===== config.mk =====
export PLATFORM = sky130hd
export DESIGN_NAME = imem_arbiter_flat
export DESIGN_NICKNAME = d
export VERILOG_FILES = /design/src/rtl/imem_arbiter_if.sv /design/src/rtl/imem_arbiter.sv /design/src/flat_wrapper.sv
export SDC_FILE = /design/constraint.sdc
export NUM_CORES = 1
export LEC_CHECK = 0
export BUFFER_PORTS_ARGS = -buffer_cell sky130_fd_sc_hd__buf_2
export CORE_UTILIZATION = 30
export DETAILED_ROUTE_END_ITERATION = 8
export GPL_ROUTABILITY_DRIVEN = 1
export HOLD_SLACK_MARGIN = 0.03
export PLACE_DENSITY = 0.67
export SETUP_SLACK_MARGIN = 0.3
export SLEW_MARGIN = 20
export SYNTH_ARGS = -nofsm -noshare
export SYNTH_HDL_FRONTEND = slang
export SYNTH_SLANG_ARGS = --single-unit

===== constraint.sdc =====
create_clock -name clk -period 1.97 [get_ports clk]
set_input_delay 0.197 -clock clk [delete_from_list [all_inputs] [get_ports clk]]
set_output_delay 0.197 -clock clk [all_outputs]
set_load 0.01 [all_outputs]

===== src/rtl/imem_arbiter_if.sv =====
// imem_arbiter_if: core fetch, host loader and instruction-memory port signals of the arbiter.
interface imem_arbiter_if #(
  parameter int NUM_CORES       = 4,
  parameter int DATAPATH_WIDTH  = 64,
  parameter int INST_ADDR_WIDTH = 9
);
  logic                                 en;
  logic [NUM_CORES-1:0]                 core_req;
  logic [NUM_CORES*INST_ADDR_WIDTH-1:0] core_addr;
  logic [NUM_CORES-1:0]                 core_gnt;
  logic [NUM_CORES-1:0]                 core_rvalid;
  logic [DATAPATH_WIDTH-1:0]            core_rdata;
  logic                                 host_wr_en;
  logic [INST_ADDR_WIDTH-1:0]           host_wr_addr;
  logic [DATAPATH_WIDTH-1:0]            host_wr_data;
  logic                                 mem_en;
  logic                                 mem_we;
  logic [INST_ADDR_WIDTH-1:0]           mem_addr;
  logic [DATAPATH_WIDTH-1:0]            mem_wdata;
  logic [DATAPATH_WIDTH-1:0]            mem_rdata;
  modport master (
    output en, core_req, core_addr, host_wr_en, host_wr_addr, host_wr_data, mem_rdata,
    input  core_gnt, core_rvalid, core_rdata, mem_en, mem_we, mem_addr, mem_wdata
  );
  modport slave (
    input  en, core_req, core_addr, host_wr_en, host_wr_addr, host_wr_data, mem_rdata,
    output core_gnt, core_rvalid, core_rdata, mem_en, mem_we, mem_addr, mem_wdata
  );
endinterface


===== src/rtl/imem_arbiter.sv =====
// imem_arbiter: round-robin sharing of one instruction memory port among cores, host writes first.
module imem_arbiter #(
  parameter int NUM_CORES       = 4,
  parameter int DATAPATH_WIDTH  = 64,
  parameter int INST_ADDR_WIDTH = 9,
  parameter int MEM_LATENCY     = 1
) (
  input logic           clk,
  input logic           reset,
  imem_arbiter_if.slave bus
);
  localparam int IW = $clog2(NUM_CORES);
  localparam int D  = MEM_LATENCY + 1;
  logic [IW-1:0]                r_ptr;
  logic [IW-1:0]                w_win;
  logic                         w_rd;
  logic [D-1:0]                 r_vld;
  logic [D-1:0][IW-1:0]         r_own;
  logic [NUM_CORES-1:0]         r_gnt;
  logic [NUM_CORES-1:0]         r_rvalid;
  logic [DATAPATH_WIDTH-1:0]    r_rdata;
  logic                         r_mem_en;
  logic                         r_mem_we;
  logic [INST_ADDR_WIDTH-1:0]   r_mem_addr;
  logic [DATAPATH_WIDTH-1:0]    r_mem_wdata;
  // Scan downward so the requester closest after the pointer is written last and wins.
  always_comb begin
    w_win = r_ptr;
    for (int k = NUM_CORES; k >= 1; k--)
      if (bus.core_req[IW'((int'(r_ptr) + k) % NUM_CORES)]) w_win = IW'((int'(r_ptr) + k) % NUM_CORES);
  end
  assign w_rd = bus.en && |bus.core_req && !bus.host_wr_en;
  always_ff @(posedge clk or negedge reset) begin
    if (!reset) begin
      r_ptr       <= IW'(NUM_CORES - 1);
      r_vld       <= '0;
      r_own       <= '0;
      r_gnt       <= '0;
      r_rvalid    <= '0;
      r_rdata     <= '0;
      r_mem_en    <= 1'b0;
      r_mem_we    <= 1'b0;
      r_mem_addr  <= '0;
      r_mem_wdata <= '0;
    end else begin
      r_mem_en <= bus.host_wr_en || w_rd;
      r_mem_we <= bus.host_wr_en;
      if (bus.host_wr_en) begin
        r_mem_addr  <= bus.host_wr_addr;
        r_mem_wdata <= bus.host_wr_data;
      end else if (w_rd) r_mem_addr <= bus.core_addr[int'(w_win)*INST_ADDR_WIDTH +: INST_ADDR_WIDTH];
      r_gnt <= w_rd ? NUM_CORES'(1) << w_win : '0;
      if (w_rd) r_ptr <= w_win;
      // Stage D-1 lines up with the cycle the memory presents the word for that read.
      r_vld    <= {r_vld[D-2:0], w_rd};
      r_own    <= {r_own[D-2:0], w_win};
      r_rvalid <= r_vld[D-1] ? NUM_CORES'(1) << r_own[D-1] : '0;
      if (r_vld[D-1]) r_rdata <= bus.mem_rdata;
    end
  end
  assign bus.core_gnt    = r_gnt;
  assign bus.core_rvalid = r_rvalid;
  assign bus.core_rdata  = r_rdata;
  assign bus.mem_en      = r_mem_en;
  assign bus.mem_we      = r_mem_we;
  assign bus.mem_addr    = r_mem_addr;
  assign bus.mem_wdata   = r_mem_wdata;
endmodule


===== src/flat_wrapper.sv =====
// flat-port wrapper written by rule: the top's interface ports become plain ports
module imem_arbiter_flat 
#(
  parameter int NUM_CORES       = 4,
  parameter int DATAPATH_WIDTH  = 64,
  parameter int INST_ADDR_WIDTH = 9,
  parameter int MEM_LATENCY     = 1
)
  (clk, reset, bus_en, bus_core_req, bus_core_addr, bus_host_wr_en, bus_host_wr_addr, bus_host_wr_data, bus_mem_rdata, bus_core_gnt, bus_core_rvalid, bus_core_rdata, bus_mem_en, bus_mem_we, bus_mem_addr, bus_mem_wdata);
  imem_arbiter_if #(.NUM_CORES(NUM_CORES), .DATAPATH_WIDTH(DATAPATH_WIDTH), .INST_ADDR_WIDTH(INST_ADDR_WIDTH)) bus_i ();
  input logic clk;
  input logic reset;
  input wire logic [$bits(bus_i.en)-1:0] bus_en;
  input wire logic [$bits(bus_i.core_req)-1:0] bus_core_req;
  input wire logic [$bits(bus_i.core_addr)-1:0] bus_core_addr;
  input wire logic [$bits(bus_i.host_wr_en)-1:0] bus_host_wr_en;
  input wire logic [$bits(bus_i.host_wr_addr)-1:0] bus_host_wr_addr;
  input wire logic [$bits(bus_i.host_wr_data)-1:0] bus_host_wr_data;
  input wire logic [$bits(bus_i.mem_rdata)-1:0] bus_mem_rdata;
  output wire logic [$bits(bus_i.core_gnt)-1:0] bus_core_gnt;
  output wire logic [$bits(bus_i.core_rvalid)-1:0] bus_core_rvalid;
  output wire logic [$bits(bus_i.core_rdata)-1:0] bus_core_rdata;
  output wire logic [$bits(bus_i.mem_en)-1:0] bus_mem_en;
  output wire logic [$bits(bus_i.mem_we)-1:0] bus_mem_we;
  output wire logic [$bits(bus_i.mem_addr)-1:0] bus_mem_addr;
  output wire logic [$bits(bus_i.mem_wdata)-1:0] bus_mem_wdata;
  assign bus_i.en = bus_en;
  assign bus_i.core_req = bus_core_req;
  assign bus_i.core_addr = bus_core_addr;
  assign bus_i.host_wr_en = bus_host_wr_en;
  assign bus_i.host_wr_addr = bus_host_wr_addr;
  assign bus_i.host_wr_data = bus_host_wr_data;
  assign bus_i.mem_rdata = bus_mem_rdata;
  assign bus_core_gnt = bus_i.core_gnt;
  assign bus_core_rvalid = bus_i.core_rvalid;
  assign bus_core_rdata = bus_i.core_rdata;
  assign bus_mem_en = bus_i.mem_en;
  assign bus_mem_we = bus_i.mem_we;
  assign bus_mem_addr = bus_i.mem_addr;
  assign bus_mem_wdata = bus_i.mem_wdata;
  imem_arbiter #(.NUM_CORES(NUM_CORES), .DATAPATH_WIDTH(DATAPATH_WIDTH), .INST_ADDR_WIDTH(INST_ADDR_WIDTH), .MEM_LATENCY(MEM_LATENCY)) u_core (.clk(clk), .reset(reset), .bus(bus_i));
endmodule

==> results of run 1 <==
-- worst max-delay path, cell delays in order, from the launching register on --
cell and delay (ns):
dfstp_2 0.56, nor2b_2 0.06, o21a_4 0.22, clkbuf_16 0.16, o31a_1 0.30, o32ai_2 0.29
a41oi_1 0.07
-- registers in the layout, indices dropped and copies added (netlist names) --
signal                  flops
u_core.bus.core_rdata      64
u_core.bus.mem_wdata       64
u_core.bus.mem_addr         9
u_core.bus.core_gnt         4
u_core.bus.core_rvalid      4
u_core.r_own                4
u_core.r_ptr                2
u_core.r_vld                2
u_core.bus.mem_en           1
u_core.bus.mem_we           1
-- path summary, 6_finish.rpt --
path,to,slack [ns],depth (start not counted)
max,u_core.bus.mem_addr[6],0.19,6
min,u_core.bus.core_rdata[45],0.05,2
max reg2reg,u_core.bus.mem_addr[6],0.19,6
min reg2reg,u_core.r_vld[1],0.35,0
max in group asynchronous,u_core.bus.core_rdata[37],1.01,3
min in group asynchronous,u_core.bus.core_rdata[51],0.29,2
-- layout make-up --
| cell class | instances | area [sq um] |
|---|---|---|
| Clock buffer | 18 | 439.2 |
| Clock inverter | 14 | 151.4 |
| Fill cell | 1720 | 9962 |
| Inverter | 9 | 33.78 |
| Multi-Input combinational cell | 235 | 2301 |
| Sequential cell | 155 | 3882 |
| Tap cell | 270 | 337.8 |
| Timing Repair Buffer | 483 | 3257 |
-- metrics by stage --
stage / total power [mW] / cell area (sq um) / utilization [%] / hold WS [ns]
after floorplan: 4.951 / 6264 / - / -0.09859
final: 9.467 / 10400 / 51.08 / 0.05352
after CTS: 9.513 / 10340 / 50.77 / 0.03466
after global routing: 9.938 / 10400 / 51.08 / 0.03313
after global placement: 5.857 / 8381 / 41.15 / 0.1752
after detailed placement: 5.906 / 8381 / 41.15 / 0.1733
-- cell usage in the layout (no fill, tap or decap), types with 18 or more instances in the layout --
master and instances:
dlygate4sd3_1 125, mux2_2 128, buf_2 325, dfrtp_1 152
clkbuf_16 18, nand2_1 23, buf_4 19
-- cell families (layout without fill, tap and decap cells) --
group	after synthesis	in the layout	share of synthesized area, %
AOI/OAI and AO/OA	60	60	8.045
buffers and inverters	39	524	2.982
muxes	128	128	23.05
and+or+nand+nor	47	47	3.842
DFF	155	155	62.08
-- per-layer routing --
| metal | global-route usage [%] | vias to the layer above | routed length (um) |
|---|---|---|---|
| li1 | - | 2521 | - |
| met1 | 19.75 | 2607 | 7512 |
| met2 | 30.95 | 243 | 9359 |
| met3 | 4.906 | 24 | 1249 |
| met4 | 5.000 | 0 | 271 |
| met5 | 0 | - | 0 |
-- report_power, final --
group	internal [mW]	switching [mW]	total (mW)
sequential	3.65	0.252	3.90
combinational	1.24	1.06	2.29
clock	1.82	1.45	3.27
-- repair_timing --
| action | in CTS | in global routing |
|---|---|---|
| endpoints found under the hold margin | 167 | 0 |
| cloned | 1 | 0 |
| endpoints found under the setup margin | 10 | 12 |
| buffers inserted | 0 | 3 |
| resized for setup | 15 | 11 |
| hold buffers | 125 | 0 |
| pin swaps | 4 | 9 |
==> metrics.yaml, run 1 <==
clocking:
  htree_levels: 4
  cts_max_path_buffers: 2
  tritoncts: "yes"
  insertion_delay_ns: 0.41
  cts_root_buf: "clkbuf_16"
  clk_pin_slew_ns: 0.07
  cts_sinks: 155
  cts_made_buffers: 17
global_route:
  grt_max_degree: 54
  grt_overflow_total: 0
  grt_pass1_wl_um: 29060
  grt_pass1_vias: 5651
  antenna_found_initial: 0
  grt_use_total_pct: 17.20
yosys:
  syn_inst: 429
  synth_edf_count: 0
  synth.most_common_cell: "dfrtp_1"
  synth_top_cells_by_area: "dfrtp_1, mux2_2, nand2_1, o31a_1, a41oi_1"
  synth_top_area_share_pct: 61.24
  synth_top_area_cell: "dfrtp_1"
  yosys-top-cells-count: "dfrtp_1, mux2_2, nand2_1, buf_1, buf_2"
  synthesis.nets: 610
  synth_cell_types: 35
  avgSynthCellArea_sq_um: 14.57
  ys_seq_area_share_pct: 62.08
  synth-main-ff-cell: "dfrtp_1"
  ys_ff_latch: 155
  synth_area_sq_um: 6252
  ys_warn_count: 0
  async_flop_share_pct: 100.0
routing:
  drt_wl_total_um: 18390
  drt-initial-drc-count: 130
  vias: 5395
  antenna_left: 0
  wl_per_cell_um: 15.53
  drt-pass1-iter-count: 4
  drc: 0
  avgViaCountPerCell: 4.557
die:
  die-area_sq_um: 21420
  num_rows: 52
  io_pins: 328
  initial_core_util_pct: 30.70
  die_width_um: 146.4
  die_y_um: 146.4
  core-area_sq_um: 20360
min_path:
  hold_class: "in2reg"
  hp-start: "bus_mem_rdata[45]"
worst_setup_path:
  endpoint_kind: "flop"
  critPathKind: "reg2reg"
  cp-start-kind: "flop"
  cp-startpoint: "u_core.r_ptr[0]"
  critical_path_arrival_ns: 2.06
  required_ns: 2.25
  reg2reg_from: "u_core.r_ptr[0]"
  worstPathMaxFanout: 7
sta:
  rsz0062_at_grt: "yes"
  hold_viol_final: 0
  setup_slack_ns: 0.1916
  drv_slew: 0
  clock.fmax_mhz: 562.3
  fin_crit_sh_pct: 90.27
  worstMarginPinSlew_ns: 0.5015
  fin_skew_ns: 0.01277
  fin_tns_setup_ns: 0
  finalCriticalPeriod_ns: 1.778
  final-setup-viol-count: 0
  slew_headroom_pct: 66.57
run_status:
  status: "complete, no violations"
cells_and_area:
  n_antenna_cell: 0
  final_nets: 1082
  syn2layout_area_growth_pct: 66.38
  stdcell_count: 1184
  drive_gt1_share_pct: 59.41
place:
  dp_cells: 1023
  place_ws_ns: 0.1577
  place_congestion: 0.7834
  io_buffers: 327
  detailed_place_hpwl_um: 12140
flow_run:
  maxCapViolCount: 0
power_and_ir_drop:
  leakage_nw: 4.961
  power_density_nw_per_um2: 910.0
  irDropWorstVdd_mv: 0.5955
Note: power is estimated with default switching activity, not from simulation.
==> inputs of run 2 (changes only) <==
- CORE_AREA: unset -> 2 2 129 131
- CORE_UTILIZATION: 30 -> unset
- DIE_AREA: unset -> 0 0 131 133
- PLACE_DENSITY: 0.67 -> 0.81
==> metrics.yaml, run 2 (synthesis gave the netlist of run 1 again) <==
global_route:
  antenna_found_initial: 0  # unchanged
  grt_pass1_wl_um: 30070  # was 29060 um
  grt_use_total_pct: 22.30  # was 17.20%
  grt_overflow_total: 0  # unchanged
  grt_max_degree: 57  # was 54
  grt_pass1_vias: 5894  # was 5651
clocking:
  cts_sinks: 155  # unchanged
  cts_root_buf: "clkbuf_16"  # unchanged
  tritoncts: "yes"  # unchanged
  cts_made_buffers: 17  # unchanged
  htree_levels: 4  # unchanged
  insertion_delay_ns: 0.41  # about the same
  clk_pin_slew_ns: 0.06  # was 0.07 ns
  cts_max_path_buffers: 2  # unchanged
worst_setup_path:
  critical_path_arrival_ns: 2.17  # was 2.06 ns
  critPathCapture: "u_core.bus.mem_addr[8]"  # was u_core.bus.mem_addr[6]
  cp-start-kind: "flop"  # unchanged
  required_ns: 2.29  # was 2.25 ns
  r2r_slack_ns: 0.12  # was 0.19 ns
  endpoint_kind: "flop"  # unchanged
  r2r_end: "u_core.bus.mem_addr[8]"  # was u_core.bus.mem_addr[6]
  cp-startpoint: "u_core.r_ptr[0]"  # unchanged
  reg2regPathDepth: 6  # unchanged
  worstPathMaxFanout: 13  # was 7
  critPathKind: "reg2reg"  # unchanged
  reg2reg_from: "u_core.r_ptr[0]"  # unchanged
die:
  die_width_um: 131  # was 146.4 um
  die_y_um: 133  # was 146.4 um
  die-area_sq_um: 17420  # was 21420 sq um
  initial_core_util_pct: 38.66  # was 30.70%
  core-area_sq_um: 16170  # was 20360 sq um
  io_pins: 328  # unchanged
  num_rows: 47  # was 52
sta:
  hold_viol_final: 0  # unchanged
  fin_crit_sh_pct: 93.84  # was 90.27%
  clock.fmax_mhz: 541.0  # was 562.3 MHz
  fin_skew_ns: 0.008585  # was 0.01277 ns
  fin_tns_setup_ns: 0  # unchanged
  rsz0062_at_grt: "yes"  # unchanged
  finalCriticalPeriod_ns: 1.849  # was 1.778 ns
  worstMarginPinSlew_ns: 0.5156  # was 0.5015 ns
  drv_slew: 0  # unchanged
  setup_slack_ns: 0.1214  # was 0.1916 ns
  slew_headroom_pct: 65.63  # was 66.57%
  final-setup-viol-count: 0  # unchanged
power_and_ir_drop:
  leakage_nw: 4.997  # was 4.961 nW
  p_seq_share_pct: 40.3  # was 41.2%
  netSwitchingFraction_pct: 28.71  # was 29.11%
  internal-power_mw: 6.903  # was 6.711 mW
  power_mw: 9.683  # was 9.467 mW
  pwr-share-clk_pct: 34.1  # was 34.6%
  power_density_nw_per_um2: 921.0  # was 910.0 nW/um^2
  pwr-share-comb_pct: 25.6  # was 24.2%
  netSwitchingPower_mw: 2.780  # was 2.756 mW
  irDropWorstVdd_mv: 0.5079  # was 0.5955 mV
min_path:
  hold_class: "in2reg"  # unchanged
cells_and_area:
  drive_gt1_share_pct: 61.76  # was 59.41%
  final_common_cell: "buf_2"  # unchanged
  final_cell_mix: "buf_2, dfrtp_1, mux2_2, dlygate4sd3_1, clkbuf_16"  # was buf_2, dfrtp_1, mux2_2, dlygate4sd3_1, nand2_1
  stdcell_count: 1130  # was 1184
  n_antenna_cell: 0  # unchanged
  final_nets: 1078  # was 1082
  syn2layout_area_growth_pct: 68.16  # was 66.38%
routing:
  vias: 5473  # was 5395
  drt-initial-drc-count: 168  # was 130
  drc: 0  # unchanged
  antenna_left: 0  # unchanged
  drt-pass1-iter-count: 4  # unchanged
  drt_wl_total_um: 19940  # was 18390 um
  wl_per_cell_um: 17.65  # was 15.53 um
  avgViaCountPerCell: 4.843  # was 4.557
place:
  detailed_place_hpwl_um: 11790  # was 12140 um
  io_buffers: 327  # unchanged
  dp_cells: 962  # was 1023
  place_congestion: 0.8119  # was 0.7834
  place_ws_ns: 0.1108  # was 0.1577 ns
run_status:
  status: "complete, no violations"  # unchanged
flow_run:
  maxCapViolCount: 0  # unchanged
==> run 2: cell types whose count changed in the layout (fill, tap and decap cells not counted), sizes merged <==
cell and delta:
bufinv +1, bufbuf +1, dlygate4sd3 +1, inv -2, buf -5, clkinv +2, clkinvlp -2
==> run 2: area by class of cell <==
type                    instances  area, sq um
fillers                      1109         5658
flip-flops and latches        155         3882
well taps                     220        275.3
inverters                       9        33.78
clock buffers                  19        442.9
clock inverters                13        156.4
repair buffers                479         3266
multi-input cells             235         2457
==> run 2: critical path, stage by stage, from the launching register on <==
cell,delay [ns]
dfstp_2,0.56
nor2b_2,0.05
o21ba_4,0.25
bufbuf_16,0.29
o41ai_2,0.27
o32ai_2,0.14
a41oi_2,0.19
==> run 2: worst min path at each step <==
stage	from	endpoint	slack (ns)	depth (start not counted)
finish	bus_host_wr_data[7]	u_core.bus.mem_wdata[7]	0.05	2
global placement	reset	u_core.bus.mem_addr[4]	0.18	1
CTS	bus_host_wr_data[7]	u_core.bus.mem_wdata[7]	0.03	2
global route	bus_host_wr_data[7]	u_core.bus.mem_wdata[7]	0.03	2
floorplan	reset	u_core.bus.core_gnt[0]	-0.1	0
detailed placement	reset	u_core.bus.mem_addr[4]	0.18	1
==> run 2: power groups by stage <==
stage | logic, mW | clock network, mW | registers [mW]
after floorplan | 0.824 | 0 | 4.13
after global placement | 1.88 | 0 | 3.91
after detailed placement | 1.92 | 0 | 3.93
after CTS | 2.40 | 3.37 | 3.89
after global routing | 2.65 | 3.53 | 3.96
final | 2.48 | 3.30 | 3.91
==> run 2: metrics by stage <==
stage / area [sq um] / hold WS, ns / utilization, %
2_1_floorplan: 6264 / -0.09859 / -
3_3_place_gp: 8235 / 0.1824 / 50.92
3_5_place_dp: 8235 / 0.1837 / 50.92
4_1_cts: 10470 / 0.03338 / 64.73
5_1_grt: 10510 / 0.03418 / 65.01
6_report: 10510 / 0.05057 / 65.01
==> run 2: repair_timing <==
action,4_1_cts,5_1_grt
endpoints found under the hold margin,169,0
endpoints found under the setup margin,12,12
hold buffers,126,0
buffers inserted,6,0
gates cloned,4,0
pin swaps,12,4
resized for setup,42,10
==> run 2: metal layers <==
layer	vias to the layer above	track usage [%]	wire length, um
met1	2594	24.06	7272
met3	66	7.238	1753
met2	304	39.26	10130
li1	2509	-	-
met4	0	9.988	783
met5	-	0	0
